==> config.mk <==
export PLATFORM = sky130hd
export DESIGN_NAME = wbh_reg_gen
export DESIGN_NICKNAME = d
export VERILOG_FILES = /design/src/rtl/wbh_reg_gen_pkg.sv /design/src/rtl/wbh_rst_pulse.sv /design/src/rtl/wbh_reg_gen.sv
export SDC_FILE = /design/constraint.sdc
export NUM_CORES = 1
export LEC_CHECK = 0
export ABC_AREA = 1
export CORE_MARGIN = 2
export CORE_UTILIZATION = 47
export CTS_BUF_LIST = sky130_fd_sc_hd__clkbuf_2
export CTS_CLUSTER_SIZE = 25
export DETAILED_ROUTE_END_ITERATION = 7
export PLACE_DENSITY = 0.79
export REMOVE_ABC_BUFFERS = 1
export SLEW_MARGIN = 30
export SYNTH_ARGS = -nofsm -noshare
export SYNTH_HDL_FRONTEND = slang
export SYNTH_SLANG_ARGS = --single-unit
==> constraint.sdc <==
create_clock -name mclk -period 1.6 [get_ports mclk]
set_clock_uncertainty 0.1 [all_clocks]
set_input_delay 0.24 -clock mclk [delete_from_list [all_inputs] [get_ports mclk]]
set_output_delay 0.24 -clock mclk [all_outputs]
set_load 0.02 [all_outputs]
==> src/rtl/wbh_reg_gen_pkg.sv <==
// Shared definitions for the wishbone host configuration register bank.
package wbh_reg_gen_pkg;

  localparam logic [2:0] REG_GLB      = 3'd0;
  localparam logic [2:0] REG_BANK     = 3'd1;
  localparam logic [2:0] REG_SKEW_LO  = 3'd2;
  localparam logic [2:0] REG_SKEW_HI  = 3'd3;
  localparam logic [2:0] REG_LOCK     = 3'd4;
  localparam logic [2:0] REG_SOFT_RST = 3'd5;
  localparam logic [2:0] REG_RST_PW   = 3'd6;
  localparam logic [2:0] REG_STRAP    = 3'd7;

  // Pulse width loaded into RST_PW by the hardware reset.
  localparam int RST_PW_DEFAULT = 16;

  typedef enum logic {RP_IDLE = 1'b0, RP_ACTIVE = 1'b1} rp_state_e;

  // Strap code to skew adjustment: {0, +2, +4, -4}, applied modulo 16.
  function automatic logic [3:0] skew_delta(input logic [1:0] code);
    logic [3:0] d;
    case (code)
      2'b00:   d = 4'h0;
      2'b01:   d = 4'h2;
      2'b10:   d = 4'h4;
      default: d = 4'hC;
    endcase
    return d;
  endfunction

  // Replace the bytes of cur selected by be with the matching bytes of wd.
  function automatic logic [31:0] be_merge(input logic [31:0] cur, input logic [31:0] wd,
                                           input logic [3:0] be);
    logic [31:0] r;
    for (int b = 0; b < 4; b++) begin
      r[8*b +: 8] = be[b] ? wd[8*b +: 8] : cur[8*b +: 8];
    end
    return r;
  endfunction

endpackage

==> src/rtl/wbh_rst_pulse.sv <==
// One software reset channel: an active-low pulse of programmable width.
module wbh_rst_pulse #(
  parameter int PW_W = 8
) (
  input  logic            mclk,
  input  logic            p_reset_n,
  input  logic            trig,
  input  logic [PW_W-1:0] pw,
  output logic            rst_n,
  output logic            busy
);
  import wbh_reg_gen_pkg::*;

  rp_state_e       state;
  logic [PW_W-1:0] cnt;

  // Trigger (or re-trigger) loads the width, then count down to the release edge.
  always_ff @(posedge mclk or negedge p_reset_n) begin
    if (!p_reset_n) begin
      state <= RP_IDLE;
      cnt   <= '0;
    end else if (trig) begin
      state <= RP_ACTIVE;
      cnt   <= (pw == '0) ? PW_W'(1) : pw;
    end else if (state == RP_ACTIVE) begin
      cnt <= cnt - 1'b1;
      if (cnt == PW_W'(1)) state <= RP_IDLE;
    end
  end

  // Output decoded straight from state so the async reset releases it at once.
  assign busy  = (state == RP_ACTIVE);
  assign rst_n = ~busy;

endmodule

==> src/rtl/wbh_reg_gen.sv <==
// Host-side configuration register bank: strap-adjusted skews, write lock,
// and per-channel software reset pulse generators.
module wbh_reg_gen #(
  parameter int          NUM_SKEW       = 8,
  parameter int          NUM_RST        = 4,
  parameter int          RST_PW_W       = 8,
  parameter logic [63:0] SKEW_RESET_VAL = 64'h0,
  parameter logic [15:0] GLB_RESET_VAL  = 16'h0003,
  parameter logic [15:0] BANK_RESET_VAL = 16'h1000,
  parameter logic [31:0] LOCK_KEY       = 32'hA5A5_5A5A
) (
  input  logic                  mclk,
  input  logic                  p_reset_n,
  input  logic                  s_reset_n,
  input  logic [31:0]           strap_sticky,
  input  logic [2*NUM_SKEW-1:0] strap_skew,
  input  logic                  soft_reboot,
  input  logic                  reg_cs,
  input  logic                  reg_wr,
  input  logic [2:0]            reg_addr,
  input  logic [31:0]           reg_wdata,
  input  logic [3:0]            reg_be,
  output logic [31:0]           reg_rdata,
  output logic                  reg_ack,
  output logic [15:0]           cfg_glb_ctrl,
  output logic [7:0]            cfg_clk_ctrl,
  output logic [15:0]           cfg_bank_sel,
  output logic [4*NUM_SKEW-1:0] cfg_clk_skew,
  output logic [NUM_RST-1:0]    soft_rst_n,
  output logic [31:0]           system_strap,
  output logic                  cfg_locked
);
  import wbh_reg_gen_pkg::*;

  logic                  init_done;
  logic [RST_PW_W-1:0]   rst_pw;
  logic                  access, wr_en, wr_ok;
  logic [63:0]           skew_ext;
  logic [31:0]           rd_mux, wr_merged;
  logic [4*NUM_SKEW-1:0] skew_init, skew_next;
  logic [NUM_RST-1:0]    trig, busy;

  assign access   = reg_cs & ~reg_ack & init_done;
  assign wr_en    = access & reg_wr;
  assign wr_ok    = wr_en & ~cfg_locked;
  assign skew_ext = 64'(cfg_clk_skew);

  // Read view of the addressed register; unimplemented bits read 0.
  always_comb begin
    rd_mux = '0;
    case (reg_addr)
      REG_GLB:      rd_mux = {8'h0, cfg_clk_ctrl, cfg_glb_ctrl};
      REG_BANK:     rd_mux = {16'h0, cfg_bank_sel};
      REG_SKEW_LO:  rd_mux = skew_ext[31:0];
      REG_SKEW_HI:  rd_mux = skew_ext[63:32];
      REG_LOCK:     rd_mux = {31'h0, cfg_locked};
      REG_SOFT_RST: rd_mux = 32'(busy);
      REG_RST_PW:   rd_mux = 32'(rst_pw);
      default:      rd_mux = system_strap;
    endcase
    wr_merged = be_merge(rd_mux, reg_wdata, reg_be);
  end

  // Strap-adjusted init skews and byte-enabled skew write data.
  always_comb begin
    skew_init = '0;
    skew_next = cfg_clk_skew;
    for (int i = 0; i < NUM_SKEW; i++) begin
      skew_init[4*i +: 4] = SKEW_RESET_VAL[4*i +: 4] + skew_delta(strap_skew[2*i +: 2]);
      if (((reg_addr == REG_SKEW_HI) == (i >= 8)) && reg_be[(i % 8) / 2])
        skew_next[4*i +: 4] = reg_wdata[4*(i % 8) +: 4];
    end
  end

  // Soft-reset channel triggers ignore the lock.
  always_comb begin
    trig = '0;
    for (int i = 0; i < NUM_RST; i++)
      trig[i] = wr_en && (reg_addr == REG_SOFT_RST) && reg_wdata[i];
  end

  // Bus handshake: one-cycle ack, read data captured on the ack edge.
  always_ff @(posedge mclk or negedge p_reset_n) begin
    if (!p_reset_n) begin
      reg_ack   <= 1'b0;
      reg_rdata <= '0;
    end else begin
      reg_ack <= access;
      if (access) reg_rdata <= rd_mux;
    end
  end

  // Configuration registers: init-cycle strap loads, then lock-gated writes.
  always_ff @(posedge mclk or negedge p_reset_n) begin
    if (!p_reset_n) begin
      init_done    <= 1'b0;
      cfg_glb_ctrl <= GLB_RESET_VAL;
      cfg_clk_ctrl <= 8'h0;
      cfg_bank_sel <= BANK_RESET_VAL;
      cfg_clk_skew <= SKEW_RESET_VAL[4*NUM_SKEW-1:0];
      rst_pw       <= RST_PW_W'(RST_PW_DEFAULT);
      system_strap <= '0;
      cfg_locked   <= 1'b0;
    end else begin
      if (!init_done) begin
        init_done    <= 1'b1;
        cfg_clk_ctrl <= strap_sticky[7:0];
        cfg_clk_skew <= skew_init;
      end else if (wr_ok) begin
        case (reg_addr)
          REG_GLB: begin
            cfg_glb_ctrl <= wr_merged[15:0];
            cfg_clk_ctrl <= wr_merged[23:16];
          end
          REG_BANK:                 cfg_bank_sel <= wr_merged[15:0];
          REG_SKEW_LO, REG_SKEW_HI: cfg_clk_skew <= skew_next;
          REG_RST_PW:               rst_pw       <= wr_merged[RST_PW_W-1:0];
          default: ;
        endcase
      end
      // Soft reset and init reload the straps ahead of any bus write.
      if (!init_done || !s_reset_n)
        system_strap <= {soft_reboot, strap_sticky[30:0]};
      else if (wr_ok && reg_addr == REG_STRAP)
        system_strap <= wr_merged;
      if (wr_en && reg_addr == REG_LOCK)
        cfg_locked <= (reg_wdata != LOCK_KEY);
    end
  end

  // One pulse generator per software reset channel.
  for (genvar g = 0; g < NUM_RST; g++) begin : g_rst
    wbh_rst_pulse #(.PW_W(RST_PW_W)) u_pulse (
      .mclk      (mclk),
      .p_reset_n (p_reset_n),
      .trig      (trig[g]),
      .pw        (rst_pw),
      .rst_n     (soft_rst_n[g]),
      .busy      (busy[g])
    );
  end

endmodule

**Yosys cells after proc, flatten, opt, wreduce, memory -nomap -nowiden**

Index checks and enable logic that the tools add are counted.
W data, S select, Z words.

- Bits in writable memories: 0
- Bits in read-only memories: 0
- Flip-flop bits (word level): 183
- Memories: 0
- Bits of input ports: 93
- Logic and storage cells: 159
- Bits in latches: 0
- Output and inout port bits: 142

- Eq/ne operators: 35
- Order comparisons: 0
- Add/sub/neg operators: 4
- Shift operators: 0
- Reduce and logical (&&, ||, !) cells: 38
- Muxes and demuxes: 50
- Divide/modulo/power cells: 0
- Multipliers: 0
- Bitwise gates (word level): 11

Operators by type and width:

| cell | count |
|---|---|
| $pmux W32 S7 | 1 |
| $mux W32 | 5 |
| $mux W8 | 16 |
| $pmux W4 S3 | 8 |
| $eq A8 B1 Y1 const B | 4 |
| $mux W4 | 8 |
| $ne A32 B32 Y1 const B | 1 |
| $sub A8 B1 Y8 const B | 4 |
| $reduce_and A3 Y1 | 7 |
| $eq A2 B1 Y1 const B | 8 |
| $eq A2 B2 Y1 const B | 8 |
| $logic_not A2 Y1 | 8 |
| $ne A2 B1 Y1 const B | 7 |
| $eq A3 B3 Y1 const B | 4 |
| $mux W1 | 12 |
| $logic_and A1 B1 Y1 | 11 |
| $reduce_bool A2 Y1 | 5 |
| $logic_not A8 Y1 | 1 |
| $not A1 Y1 | 7 |
| $eq A3 B2 Y1 const B | 2 |
| $and A1 B1 Y1 | 4 |
| $eq A3 B1 Y1 const B | 1 |
| $logic_not A3 Y1 | 1 |
| $logic_not A1 Y1 | 2 |
| other kinds (3) | 3 |

**Logic depth before layout (Yosys ltp)**

- Word-level depth: 8
- Depth in mapped cells: 12
- Depth with buffers taken out: 9

**Cells and area by module**

Synthesis repeated with hierarchy kept, for this count alone.

- Cells, all modules: 1376
- Area, all modules: 10309.9 µm²

By module, submodules not included:

| module | times used | cells an instance | sequential area each (µm²) | area each (µm²) |
|---|---|---|---|---|
| wbh_reg_gen | 1 | 1056 | 3683.5 | 7937.6 |
| wbh_rst_pulse | 4 | 80 | 225.2 | 593.1 |

**Worst setup path after synthesis**

OpenSTA, ideal clock, no wires.

- Path kind: reg2reg
- Start point: register reg_ack
- End point: register g_rst[1].u_pulse.cnt[2]
- Arrival: 1.438 ns
- Library setup time: 0.120 ns
- Data required time: 1.380 ns
- Slack: -0.058 ns
- Clock period less this slack: 1.658 ns
- Cell stages (with the launch flop): 10
- Buffers on the path: 1
- Cell sequence: dfrtp_1 -> inv_1 -> nand3_2 -> nor2_2 -> nand2_1 -> nor2_1 -> buf_2 -> inv_2 -> o21ai_0 -> inv_1

- Word-level cells in the longest chain between the ends: 7
- Elaborated cells on any way between the ends: 8
- Classes of those cells: mux (1); bitwise (4); reduce/logical (3)

RTL lines:

| item | line | source |
|---|---|---|
| from (decl) | wbh_reg_gen.sv:24 | `output logic reg_ack,` |
| from (signal assigned) | wbh_reg_gen.sv:88 | `reg_ack <= access;` |
| $not A1 Y1 (*) | wbh_reg_gen.sv:43 | `assign access = reg_cs & ~reg_ack & init_done;` |
| $and A1 B1 Y1 (*) (2 in series) | wbh_reg_gen.sv:43 |  |
| $and A1 B1 Y1 (*) | wbh_reg_gen.sv:44 | `assign wr_en = access & reg_wr;` |
| $logic_and A1 B1 Y1 (*) (2 in series) | wbh_reg_gen.sv:79 | `trig[i] = wr_en && (reg_addr == REG_SOFT_RST) && reg_wdata[i];` |
| $mux W8 / $reduce_bool A2 Y1 (equally long branches) | n/a |  |
| to (signal assigned) | wbh_rst_pulse.sv:24 | `cnt <= (pw == '0) ? PW_W'(1) : pw;` |
| to (signal assigned) | wbh_rst_pulse.sv:26 | `cnt <= cnt - 1'b1;` |
| to (decl) | wbh_rst_pulse.sv:15 | `logic [PW_W-1:0] cnt;` |

Mark *: on every way between the ends. The rest lies on a longest branch, timed or not.
A chain may end at the register's enable or synchronous reset.

**Worst setup path in the final report**

- Start point: register reg_ack
- End point: register system_strap[13]

- Word-level cells in the longest chain between the ends: 7

RTL lines:

| item | line | source |
|---|---|---|
| $not A1 Y1 | wbh_reg_gen.sv:43 |  |
| $and A1 B1 Y1 (2 in series) | wbh_reg_gen.sv:43 |  |
| $and A1 B1 Y1 | wbh_reg_gen.sv:44 |  |
| $and A1 B1 Y1 | wbh_reg_gen.sv:45 | `assign wr_ok = wr_en & ~cfg_locked;` |
| $logic_and A1 B1 Y1 | wbh_reg_gen.sv:124 | `else if (wr_ok && reg_addr == REG_STRAP)` |
| $reduce_bool A2 Y1 (no source line) | n/a |  |
| to (signal assigned) | wbh_reg_gen.sv:123 | `system_strap <= {soft_reboot, strap_sticky[30:0]};` |
| to (signal assigned) | wbh_reg_gen.sv:125 | `system_strap <= wr_merged;` |
| to (decl) | wbh_reg_gen.sv:30 | `output logic [31:0] system_strap,` |

Every way passes these cells.

==> results.md <==
- Status: finished, violations left
- Failing checks: design-rule violations, negative hold slack, negative setup slack
- Reg-to-reg setup timing slack: -0.52 ns
- CTS tree: built
- Sum Neg Setup Slack: -74.63 ns
- Standard cell core area: 0.0204 mm^2
- Synthesized area: 0.00982 mm^2
- Final WL: 51200 um
- Post-synthesis sequential area ratio: 0.467
- CP cell instances: inv_2 -> nand3_4 -> nor3_4 -> nand2_2 -> buf_4 -> nand2_4 -> buf_12 -> o21ai_0 -> inv_1 -> nand2_1
- Hold_sp: reg_wdata[23]
- Reg2reg end: system_strap[13]$_DFFE_PN0P_
- CP Class: register to register
- Worst Setup SP: reg_ack$_DFF_PN0_
- Max Cap Viol: 0
- Ys flop type: dfrtp_1
- Drt first pass iters: 8
- Share of flip-flops with an asynchronous set or reset: 1.00
- WHS: -0.0407 ns
- Clock sinks: 183
- Area delta synth->final: 71.5%
- Yosys top cell area share: 0.456
- Least-Margin Pin Slew: 0.651 ns
- EDFF count, synth: 0
- Placer Congestion: 0.944
- Buf+Inv Stages, Crit Path: 4
- Setup violations, final: 308
- Worst setup margin: -0.523 ns
- Leakage: 8.41 nW
- Initial antenna violation count: 1
- CP Launch Type: register
- Reg clk slew, reported paths: 0.38 ns
- Ports: 235
- Post-Synthesis Cells: 1347
- Die Y: 149 um
- Largest net degree at the start of global routing: 44
- Critical Path Max Stage Delay: 0.48 ns
- Critical Path RT: 2.30 ns
- GRT Max-Usage Layer: met2
- Worst setup EP type: register
- Power per cell area: 965 mW/mm^2
- GR Layer Usage met3: 0.0923
- WL/cell: 23.7 um
- WHS Path Cells: 6
- Peak supply drop: 539 uV
- Max frequency: 471 MHz
- Vias in the first global route: 12700
- Worst relative slew slack: 0.565
- Min Tclk post-route: 2.12 ns
- Met1 Track Usage GR: 0.457
- Total global-route track usage: 0.384
- Hold EP: cfg_clk_skew[23]$_DFFE_PN0P_
- Critical Path AT: 2.82 ns
- Initial core utilization: 0.482
- Final Core Density: 0.826
- Chip width: 149 um
- Worst path top cell family by delay: simple AND/OR/NAND/NOR gates
- First-pass GRT wire length: 66000 um
- Fin crit share: 1.33
- Commonest non-fill, non-tap cells in the layout: nand2_1 (394), buf_4 (234), dfrtp_1 (176)
- CP Depth: 10
- DRT iter0 DRCs: 1912
- R2R cell count: 10
- Worst-path fanout max: 5
- Vias per cell: 6.36
- Global route total overflow: 0
- Slowest CP cell: dfrtp_1
- Die Area: 0.0221 mm^2
- Vias: 13800
- Rows: 52
- Longest Clk Path Bufs: 2
- Drt drc: 3
- Final net count: 1979
- Htree depth: 4
- Max-slew violation count: 0
- Most common cell after layout, fill and taps aside: nand2_1
- Top cells by area, synth: dfrtp_1 (46%), nand2_1 (18%), nand3_1 (8.6%)
- Yosys warns: 0
- M2 GR Usage: 0.620
- Post-Syn Area per Cell: 7.29 um^2
- Number of buffers created by CTS: 17
- Root buffer cell: clkbuf_2
- Worst r2r src: reg_ack$_DFF_PN0_
- HPWL Detailed: 26400 um
- PortBufs: 233
- RSZ-0062 raised after global routing: yes
- Layout cells sized above 1: 0.372
- Worst-Skew Late Latency: 0.91 ns
- Post-synth cell types: 42
- Final Hold Fails: 7
- Yosys reg bits: 183
- Cell taking the most area after synthesis: dfrtp_1
- Post-route antenna net violation count: 0
- Hold WC Path Type: input pin to register
-- synth_stat cells, types with 4 or more instances --
master / number
xor2_1: 8
nor2_2: 4
nor3_1: 11
nor2_1: 109
a21boi_0: 5
nand4_1: 22
clkbuf_1: 20
a21oi_1: 22
o211ai_1: 15
ha_1: 8
a31oi_1: 9
o22ai_1: 6
or2_2: 7
buf_4: 7
dfrtp_1: 179
o21ai_0: 80
inv_2: 6
nand3_1: 169
a41oi_1: 5
nand2_1: 459
buf_2: 30
inv_1: 130
dfstp_2: 4
o21ai_1: 5
-- routing by layer --
layer	wire, um	vias up
met5	0	-
met4	5630	0
met3	7210	588
met2	22100	1460
met1	16200	6293
li1	-	5411
-- per-stage QoR --
stage / setup WS (ns) / hold slack [ns] / area (um^2) / instances / power, mW
3_5_place_dp: -0.613 / 0.0903 / 13500 / 1951 / 11.6
4_1_cts: -0.306 / 0.00406 / 16000 / 2132 / 15.0
2_1_floorplan: -1.81 / -0.156 / 9530 / 1288 / 8.94
6_report: -0.523 / -0.0407 / 16800 / 2161 / 16.2
5_1_grt: -0.550 / -0.0108 / 16800 / 2161 / 16.9
3_3_place_gp: -0.540 / 0.0927 / 13500 / 1951 / 11.4
-- registers in the layout (all words and copies together) (netlist names) --
signal / flops
cfg_bank_sel: 16
g_rst.u_pulse.cnt: 32
init_done: 1
system_strap: 32
cfg_clk_skew: 32
cfg_glb_ctrl: 16
reg_rdata: 32
g_rst.u_pulse.busy: 4
cfg_clk_ctrl: 8
cfg_locked: 1
reg_ack: 1
rst_pw: 8
-- cells by family (layout without fill, tap and decap cells) --
| logic type | Yosys count | count (layout) | share of synthesized area |
|---|---|---|---|
| and+or+nand+nor | 792 | 792 | 0.341 |
| other | 1 | 2 | 0.000382 |
| buffers and inverters | 198 | 741 | 0.0822 |
| xor gates and xnor gates | 10 | 10 | 0.00892 |
| AOI/OAI and AO/OA | 155 | 155 | 0.0904 |
| DFF | 183 | 183 | 0.467 |
| adders and majority gates | 8 | 8 | 0.0102 |
-- worst max-delay path by stage --
stage	end	slack, ns
final	system_strap[13]$_DFFE_PN0P_	-0.52
after global routing	system_strap[13]$_DFFE_PN0P_	-0.55
after CTS	cfg_glb_ctrl[0]	-0.31
after detailed placement	g_rst[0].u_pulse.cnt[2]$_DFFE_PN0P_	-0.61
after global placement	rst_pw[7]$_DFFE_PN0P_	-0.54
after floorplan	system_strap[16]$_DFFE_PN0P_	-1.81
-- power by group --
| part | total, mW | internal [mW] | switching [mW] |
|---|---|---|---|
| sequential | 6.36 | 5.53 | 0.833 |
| combinational | 7.39 | 3.31 | 4.08 |
| clock | 2.49 | 0.483 | 2.01 |
| total | 16.2 | 9.32 | 6.93 |
-- timing repair --
| action | 4_1_cts | 5_1_grt |
|---|---|---|
| endpoints found under the setup margin | 302 | 308 |
| cloned | 8 | 3 |
| setup buffers | 97 | 29 |
| gates resized for setup | 1075 | 153 |
| pin swaps | 57 | 54 |
| hold buffers | 45 | 1 |
| hold endpoints to repair | 228 | 1 |
-- tightest hold or removal path, stage by stage --
cell,delay [ns]
clkdlybuf4s50_1,0.41
buf_4,0.14
nand2_1,0.06
nand2_1,0.06
nand2_2,0.06
nand2_1,0.04
-- layout make-up --
class                      count  area, um^2
inverter                     139         557
timing repair inverter         1        16.3
multi-input combinational    966        5460
clock inverter                14         136
sequential                   183        4590
clock buffer                  17        85.1
tap                          270         338
timing repair buffer         570        5650
fill                        1033        3530
antenna                        1        2.50
Power figures use the tool's default switching activity.
